$ cat config.mk
export PLATFORM = sky130hd
export DESIGN_NAME = fifo_flush_sched_flat
export DESIGN_NICKNAME = d
export VERILOG_FILES = /design/src/rtl/fifo_flush_sched_if.sv /design/src/rtl/fifo_flush_sched.sv /design/src/flat_wrapper.sv
export SDC_FILE = /design/constraint.sdc
export NUM_CORES = 1
export LEC_CHECK = 0
export CORE_MARGIN = 2
export CORE_UTILIZATION = 41
export DETAILED_ROUTE_END_ITERATION = 10
export HOLD_SLACK_MARGIN = 0.15
export PLACE_DENSITY = 0.73
export SYNTH_ARGS = -nofsm -noshare
export SYNTH_HDL_FRONTEND = slang
export SYNTH_SLANG_ARGS = --single-unit
$ cat constraint.sdc
create_clock -name clock -period 1.4 [get_ports clock]
set_input_delay 0.21 -clock clock [delete_from_list [all_inputs] [get_ports clock]]
set_output_delay 0.21 -clock clock [all_outputs]
set_load 0.005 [all_outputs]
$ cat src/rtl/fifo_flush_sched_if.sv
// Write-side scheduler bus: two nibble producers, the flush requester and the fifo_flush write port.
// Optional statistics outputs exist only when FIFO_FLUSH_SCHED_STATS_EN is defined.
interface fifo_flush_sched_if #(
  parameter int DATA_W = 4
);
  logic              req0_valid_i;
  logic [DATA_W-1:0] req0_data_i;
  logic              req0_ready_o;
  logic              req1_valid_i;
  logic [DATA_W-1:0] req1_data_i;
  logic              req1_ready_o;
  logic              flush_req_i;
  logic              flush_busy_o;
  logic              flush_ack_o;
  logic              flush_timeout_o;
  logic              fifo_wr_valid_o;
  logic [DATA_W-1:0] fifo_wr_data_o;
  logic              fifo_flush_o;
  logic              fifo_full_i;
  logic              fifo_flush_done_i;
`ifdef FIFO_FLUSH_SCHED_STATS_EN
  logic [7:0]        stat_wr0_o;
  logic [7:0]        stat_wr1_o;
  logic [7:0]        stat_flush_o;
`endif

  // The scheduler is the slave; producers, flush requester and FIFO status form the master side.
  modport slave (
    input  req0_valid_i, req0_data_i, req1_valid_i, req1_data_i,
    input  flush_req_i, fifo_full_i, fifo_flush_done_i,
    output req0_ready_o, req1_ready_o, flush_busy_o, flush_ack_o, flush_timeout_o,
`ifdef FIFO_FLUSH_SCHED_STATS_EN
    output stat_wr0_o, stat_wr1_o, stat_flush_o,
`endif
    output fifo_wr_valid_o, fifo_wr_data_o, fifo_flush_o
  );

  modport master (
    output req0_valid_i, req0_data_i, req1_valid_i, req1_data_i,
    output flush_req_i, fifo_full_i, fifo_flush_done_i,
    input  req0_ready_o, req1_ready_o, flush_busy_o, flush_ack_o, flush_timeout_o,
`ifdef FIFO_FLUSH_SCHED_STATS_EN
    input  stat_wr0_o, stat_wr1_o, stat_flush_o,
`endif
    input  fifo_wr_valid_o, fifo_wr_data_o, fifo_flush_o
  );
endinterface

$ cat src/rtl/fifo_flush_sched.sv
// Round-robin arbiter of two producers onto the fifo_flush write port, plus the flush sequencer.
// Define FIFO_FLUSH_SCHED_STATS_EN to add the wrapping transfer/flush statistics counters.
module fifo_flush_sched #(
  parameter int DATA_W        = 4,
  parameter int FLUSH_TIMEOUT = 16
) (
  input logic              clock,
  input logic              reset,
  fifo_flush_sched_if.slave bus
);

  typedef enum logic [1:0] {
    RUN     = 2'd0,
    FLUSH   = 2'd1,
    ACK     = 2'd2,
    RELEASE = 2'd3
  } state_t;

  localparam logic [7:0] TIMEOUT_LAST = 8'(FLUSH_TIMEOUT - 1);

  state_t            state;
  logic              rr_ptr;
  logic [7:0]        flush_cnt;
  logic              flush_q;
  logic              ack_q;
  logic              busy_q;
  logic              timeout_q;
  logic              grant0;
  logic              grant1;
  logic [DATA_W-1:0] wr_data;

  // Grants are decided combinationally so the write lands on the same edge as the handshake.
  // NOTE: every always_comb output gets a default first; a missed branch would otherwise infer a latch.
  always_comb begin
    grant0 = 1'b0;
    grant1 = 1'b0;
    if (state == RUN && !bus.flush_req_i && !bus.fifo_full_i) begin
      if (bus.req0_valid_i && bus.req1_valid_i) begin
        grant0 = !rr_ptr;
        grant1 = rr_ptr;
      end else begin
        grant0 = bus.req0_valid_i;
        grant1 = bus.req1_valid_i;
      end
    end
  end

  always_comb begin
    wr_data = '0;
    if (grant0)      wr_data = bus.req0_data_i;
    else if (grant1) wr_data = bus.req1_data_i;
  end

  assign bus.req0_ready_o    = grant0;
  assign bus.req1_ready_o    = grant1;
  assign bus.fifo_wr_valid_o = grant0 | grant1;
  assign bus.fifo_wr_data_o  = wr_data;
  assign bus.fifo_flush_o    = flush_q;
  assign bus.flush_ack_o     = ack_q;
  assign bus.flush_busy_o    = busy_q;
  assign bus.flush_timeout_o = timeout_q;

  // NOTE: sequential state uses non-blocking assignments only, so every register samples pre-edge values.
  always_ff @(posedge clock or negedge reset) begin
    if (!reset) begin
      state     <= RUN;
      rr_ptr    <= 1'b0;
      flush_cnt <= '0;
      flush_q   <= 1'b0;
      ack_q     <= 1'b0;
      busy_q    <= 1'b0;
      timeout_q <= 1'b0;
    end else begin
      ack_q <= 1'b0;
      unique case (state)
        RUN: begin
          if (bus.flush_req_i) begin
            state     <= FLUSH;
            flush_cnt <= '0;
            flush_q   <= 1'b1;
            busy_q    <= 1'b1;
          end else if (grant0) begin
            rr_ptr <= 1'b1;
          end else if (grant1) begin
            rr_ptr <= 1'b0;
          end
        end
        FLUSH: begin
          flush_cnt <= flush_cnt + 8'd1;
          // Done wins over a coincident timeout, so the sticky flag only marks genuine aborts.
          if (bus.fifo_flush_done_i || flush_cnt == TIMEOUT_LAST) begin
            state   <= ACK;
            flush_q <= 1'b0;
            ack_q   <= 1'b1;
            if (!bus.fifo_flush_done_i) timeout_q <= 1'b1;
          end
        end
        ACK: begin
          if (bus.flush_req_i) begin
            state <= RELEASE;
          end else begin
            state  <= RUN;
            busy_q <= 1'b0;
          end
        end
        RELEASE: begin
          if (!bus.flush_req_i) begin
            state  <= RUN;
            busy_q <= 1'b0;
          end
        end
        default: begin
          state  <= RUN;
          busy_q <= 1'b0;
        end
      endcase
    end
  end

`ifdef FIFO_FLUSH_SCHED_STATS_EN
  logic [7:0] stat_wr0;
  logic [7:0] stat_wr1;
  logic [7:0] stat_flush;

  always_ff @(posedge clock or negedge reset) begin
    if (!reset) begin
      stat_wr0   <= '0;
      stat_wr1   <= '0;
      stat_flush <= '0;
    end else begin
      if (grant0)       stat_wr0   <= stat_wr0 + 8'd1;
      if (grant1)       stat_wr1   <= stat_wr1 + 8'd1;
      if (state == ACK) stat_flush <= stat_flush + 8'd1;
    end
  end

  assign bus.stat_wr0_o   = stat_wr0;
  assign bus.stat_wr1_o   = stat_wr1;
  assign bus.stat_flush_o = stat_flush;
`endif

endmodule

$ cat src/flat_wrapper.sv
// flat-port wrapper written by rule: the top's interface ports become plain ports
module fifo_flush_sched_flat 
#(
  parameter int DATA_W        = 4,
  parameter int FLUSH_TIMEOUT = 16
)
  (clock, reset, bus_req0_valid_i, bus_req0_data_i, bus_req1_valid_i, bus_req1_data_i, bus_flush_req_i, bus_fifo_full_i, bus_fifo_flush_done_i, bus_req0_ready_o, bus_req1_ready_o, bus_flush_busy_o, bus_flush_ack_o, bus_flush_timeout_o, bus_fifo_wr_valid_o, bus_fifo_wr_data_o, bus_fifo_flush_o);
  fifo_flush_sched_if #(.DATA_W(DATA_W)) bus_i ();
  input logic clock;
  input logic reset;
  input wire logic [$bits(bus_i.req0_valid_i)-1:0] bus_req0_valid_i;
  input wire logic [$bits(bus_i.req0_data_i)-1:0] bus_req0_data_i;
  input wire logic [$bits(bus_i.req1_valid_i)-1:0] bus_req1_valid_i;
  input wire logic [$bits(bus_i.req1_data_i)-1:0] bus_req1_data_i;
  input wire logic [$bits(bus_i.flush_req_i)-1:0] bus_flush_req_i;
  input wire logic [$bits(bus_i.fifo_full_i)-1:0] bus_fifo_full_i;
  input wire logic [$bits(bus_i.fifo_flush_done_i)-1:0] bus_fifo_flush_done_i;
  output wire logic [$bits(bus_i.req0_ready_o)-1:0] bus_req0_ready_o;
  output wire logic [$bits(bus_i.req1_ready_o)-1:0] bus_req1_ready_o;
  output wire logic [$bits(bus_i.flush_busy_o)-1:0] bus_flush_busy_o;
  output wire logic [$bits(bus_i.flush_ack_o)-1:0] bus_flush_ack_o;
  output wire logic [$bits(bus_i.flush_timeout_o)-1:0] bus_flush_timeout_o;
  output wire logic [$bits(bus_i.fifo_wr_valid_o)-1:0] bus_fifo_wr_valid_o;
  output wire logic [$bits(bus_i.fifo_wr_data_o)-1:0] bus_fifo_wr_data_o;
  output wire logic [$bits(bus_i.fifo_flush_o)-1:0] bus_fifo_flush_o;
  assign bus_i.req0_valid_i = bus_req0_valid_i;
  assign bus_i.req0_data_i = bus_req0_data_i;
  assign bus_i.req1_valid_i = bus_req1_valid_i;
  assign bus_i.req1_data_i = bus_req1_data_i;
  assign bus_i.flush_req_i = bus_flush_req_i;
  assign bus_i.fifo_full_i = bus_fifo_full_i;
  assign bus_i.fifo_flush_done_i = bus_fifo_flush_done_i;
  assign bus_req0_ready_o = bus_i.req0_ready_o;
  assign bus_req1_ready_o = bus_i.req1_ready_o;
  assign bus_flush_busy_o = bus_i.flush_busy_o;
  assign bus_flush_ack_o = bus_i.flush_ack_o;
  assign bus_flush_timeout_o = bus_i.flush_timeout_o;
  assign bus_fifo_wr_valid_o = bus_i.fifo_wr_valid_o;
  assign bus_fifo_wr_data_o = bus_i.fifo_wr_data_o;
  assign bus_fifo_flush_o = bus_i.fifo_flush_o;
  fifo_flush_sched #(.DATA_W(DATA_W), .FLUSH_TIMEOUT(FLUSH_TIMEOUT)) u_core (.clock(clock), .reset(reset), .bus(bus_i));
endmodule
==> out/metrics.csv <==
stage;metric;value;unit
pwr;cellPowerDensity;1340;nW/um^2
cts;clk_latency;0.29;ns
timing;post-route-min-period;1.77;ns
pwr;power_frac_seq;0.381;
final_layout;drive_gt1_frac;0.432;
drt;first_pass_iters;4;
final_layout;final_area;1400;sq um
final_layout;diodes;0;
worst_setup_path;timing.critical_path.from_type;flip-flop;
grt;grt_pass1_vias;920;
pwr;internal-power;1.21;mW
outcome;status;complete, but fails checks;
synth;syn_avg_cell_area;10.5;sq um
cts;path_clk_slew;0.09;ns
drt;viasPerCell;5.38;
worst_setup_path;crit_slowest_cell;or4_4;
worst_setup_path;cpPeakStageDelay;0.55;ns
drt;routed-via-count;893;
worst_setup_path;path_cells;or4_4, buf_6, nor2_2, buf_2;
drt;routed_wl;2610;um
timing;worst_pin_slew;0.357;ns
min_path;hold_class;input port to asynchronous set/reset pin;
floorplan;rows;16;
timing;final.setup_skew;0.00730;ns
worst_setup_path;critPathCaptureType;primary output;
synth;synth_area;892;sq um
synth;synthesis.nets;101;
grt;grt_max_degree;16;
placed_design;numPortBuffers;25;
placed_design;placed_cell_area;1290;sq um
timing;post-route-worst-setup-slack;-0.367;ns
cts;clock_path_buffers;2;
cts;clockRootBuffer;clkbuf_4;
placed_design;dp_cells;153;
cts;cts_buffers;3;
synth;yosysSeqAreaShare;0.421;
final_layout;final_common_cell;buf_4;
grt;grtUsageTotal;0.224;
grt;grt_first_pass_wirelength;4300;um
cts;postCtsHoldBufs;0;
floorplan;initial_core_util;0.446;
pwr;fin_total_pwr;1.88;mW
timing;max_clock_freq;566;MHz
placed_design;preCtsSetupSlack;-0.672;ns
final_layout;finalNetCount;156;
floorplan;core_area;2000;sq um
synth;ys_seq_elements;15;
pwr;p_sw_frac;0.359;
timing;slew_headroom;0.762;
worst_setup_path;critical_path_buf_inv_count;2;
cts;cts_tree;yes;
final_layout;final_cell_mix;buf_4 (28), dfrtp_1 (15), clkdlybuf4s50_1 (14);
synth;yosys_warnings;0;
placed_design;dp_hpwl;1770;um
cts;clock-sinks;15;
worst_setup_path;arrival;1.56;ns
timing;drv_slew;0;
synth;synthCells;85;
outcome;violations;setup timing;
timing;rsz0062_at_grt;true;
timing;setup_viol;9;
drt;wl_per_cell;15.7;um
grt;antenna_found_initial;0;
final_layout;area_delta_synth_final;57.4;%
placed_design;place.gp.congestion;0.768;
pwr;power.share.clock;0.132;
pwr;vdd.ir_drop.worst;0.914;mV
worst_setup_path;cp.required;1.19;ns
worst_setup_path;worstSetupPathType;flip-flop to primary output;
worst_setup_path;critPathMaxFanout;4;
pwr;combPwrFrac;0.487;
drt;ant_nets;0;
drt;post-route-drc-count;0;
timing;hold_viol;0;
timing;tns;-2.03;ns
timing;period_share;1.26;
cts;ctsHtreeMaxLevel;1;
pwr;cellLeakagePower;0.659;nW
final_layout;fin_util;0.701;
pwr;power.switching;0.675;mW
floorplan;die_w;50.6;um
timing;fin_hold_ws;0.242;ns
synth;yosysUniqueCellTypes;34;
final_layout;final_cells;166;
floorplan;die_h;50.6;um
worst_setup_path;cp_top_family;simple AND/OR/NAND/NOR gates;
floorplan;die-area;2560;sq um
flow_run;cap_violations;0;
drt;drt_iter0_markers;33;
floorplan;io_pins;26;
grt;grt-ovfl-total;0;
path summary, 6_finish.rpt:
kind                                             from  slack (ns)  cells past startpoint                         end
setup reg to reg                      u_core.state[1]       -0.06                      8               u_core.rr_ptr
max in group asynchronous                       reset        0.97                      2      u_core.bus.flush_ack_o
hold reg to reg            u_core.bus.flush_timeout_o        0.48                      1  u_core.bus.flush_timeout_o
hold / removal                                  reset        0.24                      2             u_core.state[0]
min in group clock         u_core.bus.flush_timeout_o        0.48                      1  u_core.bus.flush_timeout_o
setup / recovery                      u_core.state[1]       -0.37                      4         bus_fifo_wr_valid_o
power groups by stage:
| stage | Clock [mW] | Sequential (mW) | Combinational [mW] |
|---|---|---|---|
| 2_1_floorplan | 0 | 0.689 | 0.469 |
| 3_3_place_gp | 0 | 0.698 | 0.758 |
| 3_5_place_dp | 0 | 0.713 | 0.792 |
| 4_1_cts | 0.260 | 0.706 | 0.806 |
| 5_1_grt | 0.284 | 0.737 | 1.01 |
| 6_report | 0.248 | 0.717 | 0.915 |
state kept, by name, indices dropped and copies added, names as in the netlist:
| register | count |
|---|---|
| u_core.rr_ptr | 1 |
| u_core.state | 2 |
| u_core.bus.flush_ack_o | 1 |
| u_core.bus.fifo_flush_o | 1 |
| u_core.flush_cnt | 8 |
| u_core.bus.flush_busy_o | 1 |
| u_core.bus.flush_timeout_o | 1 |
Yosys cell counts, drive strengths merged:
| library cell | count | area share |
|---|---|---|
| a31oi | 1 | 0.0070 |
| o2bb2ai | 1 | 0.0098 |
| and4 | 1 | 0.0098 |
| a22o | 5 | 0.050 |
| and3 | 2 | 0.014 |
| a21oi | 3 | 0.021 |
| o311ai | 3 | 0.029 |
| and2 | 1 | 0.0070 |
| nand2 | 9 | 0.038 |
| a31o | 2 | 0.020 |
| a41o | 1 | 0.011 |
| nand2b | 2 | 0.014 |
| nor2 | 11 | 0.046 |
| inv | 1 | 0.0042 |
| nor4 | 2 | 0.048 |
| nand4 | 1 | 0.0070 |
| a21o | 1 | 0.0084 |
| a32oi | 4 | 0.039 |
| or4 | 1 | 0.013 |
| a21boi | 1 | 0.0084 |
| buf | 5 | 0.055 |
| dfrtp | 15 | 0.42 |
| o21ai | 2 | 0.011 |
| o21bai | 2 | 0.021 |
| nor2b | 1 | 0.0070 |
| mux2 | 4 | 0.055 |
| ha | 1 | 0.014 |
| nand3 | 2 | 0.011 |
timing repair:
action	CTS	global route
setup endpoints to repair	7	13
pin swaps	9	2
resized for setup	34	8
cloned	0	0
buffers inserted	4	5
final cells by class:
cell class,count,area (sq um)
Timing Repair Buffer,55,457
Multi-Input combinational cell,64,507
Clock buffer,3,22.5
Inverter,1,3.75
Fill cell,165,598
Sequential cell,15,375
Clock inverter,1,5.00
Tap cell,27,33.8
cell families (layout without fill, tap and decap cells):
family | Yosys count | in the layout | share of synthesized area
AND/OR/NAND/NOR | 33 | 33 | 0.215
AO/OA/AOI/OAI | 26 | 26 | 0.237
flip-flops | 15 | 15 | 0.421
buffers and inverters | 6 | 60 | 0.0589
multiplexers | 4 | 4 | 0.0547
adder cells (fa/ha/maj) | 1 | 1 | 0.0140
metal layers:
layer,up-vias,share of wire,GRT usage
met5,-,0,0
met4,0,0.0046,0.0405
met3,3,0.036,0.0565
met2,20,0.53,0.404
met1,440,0.43,0.270
li1,430,-,-
Note: power is estimated with default switching activity, not from simulation.
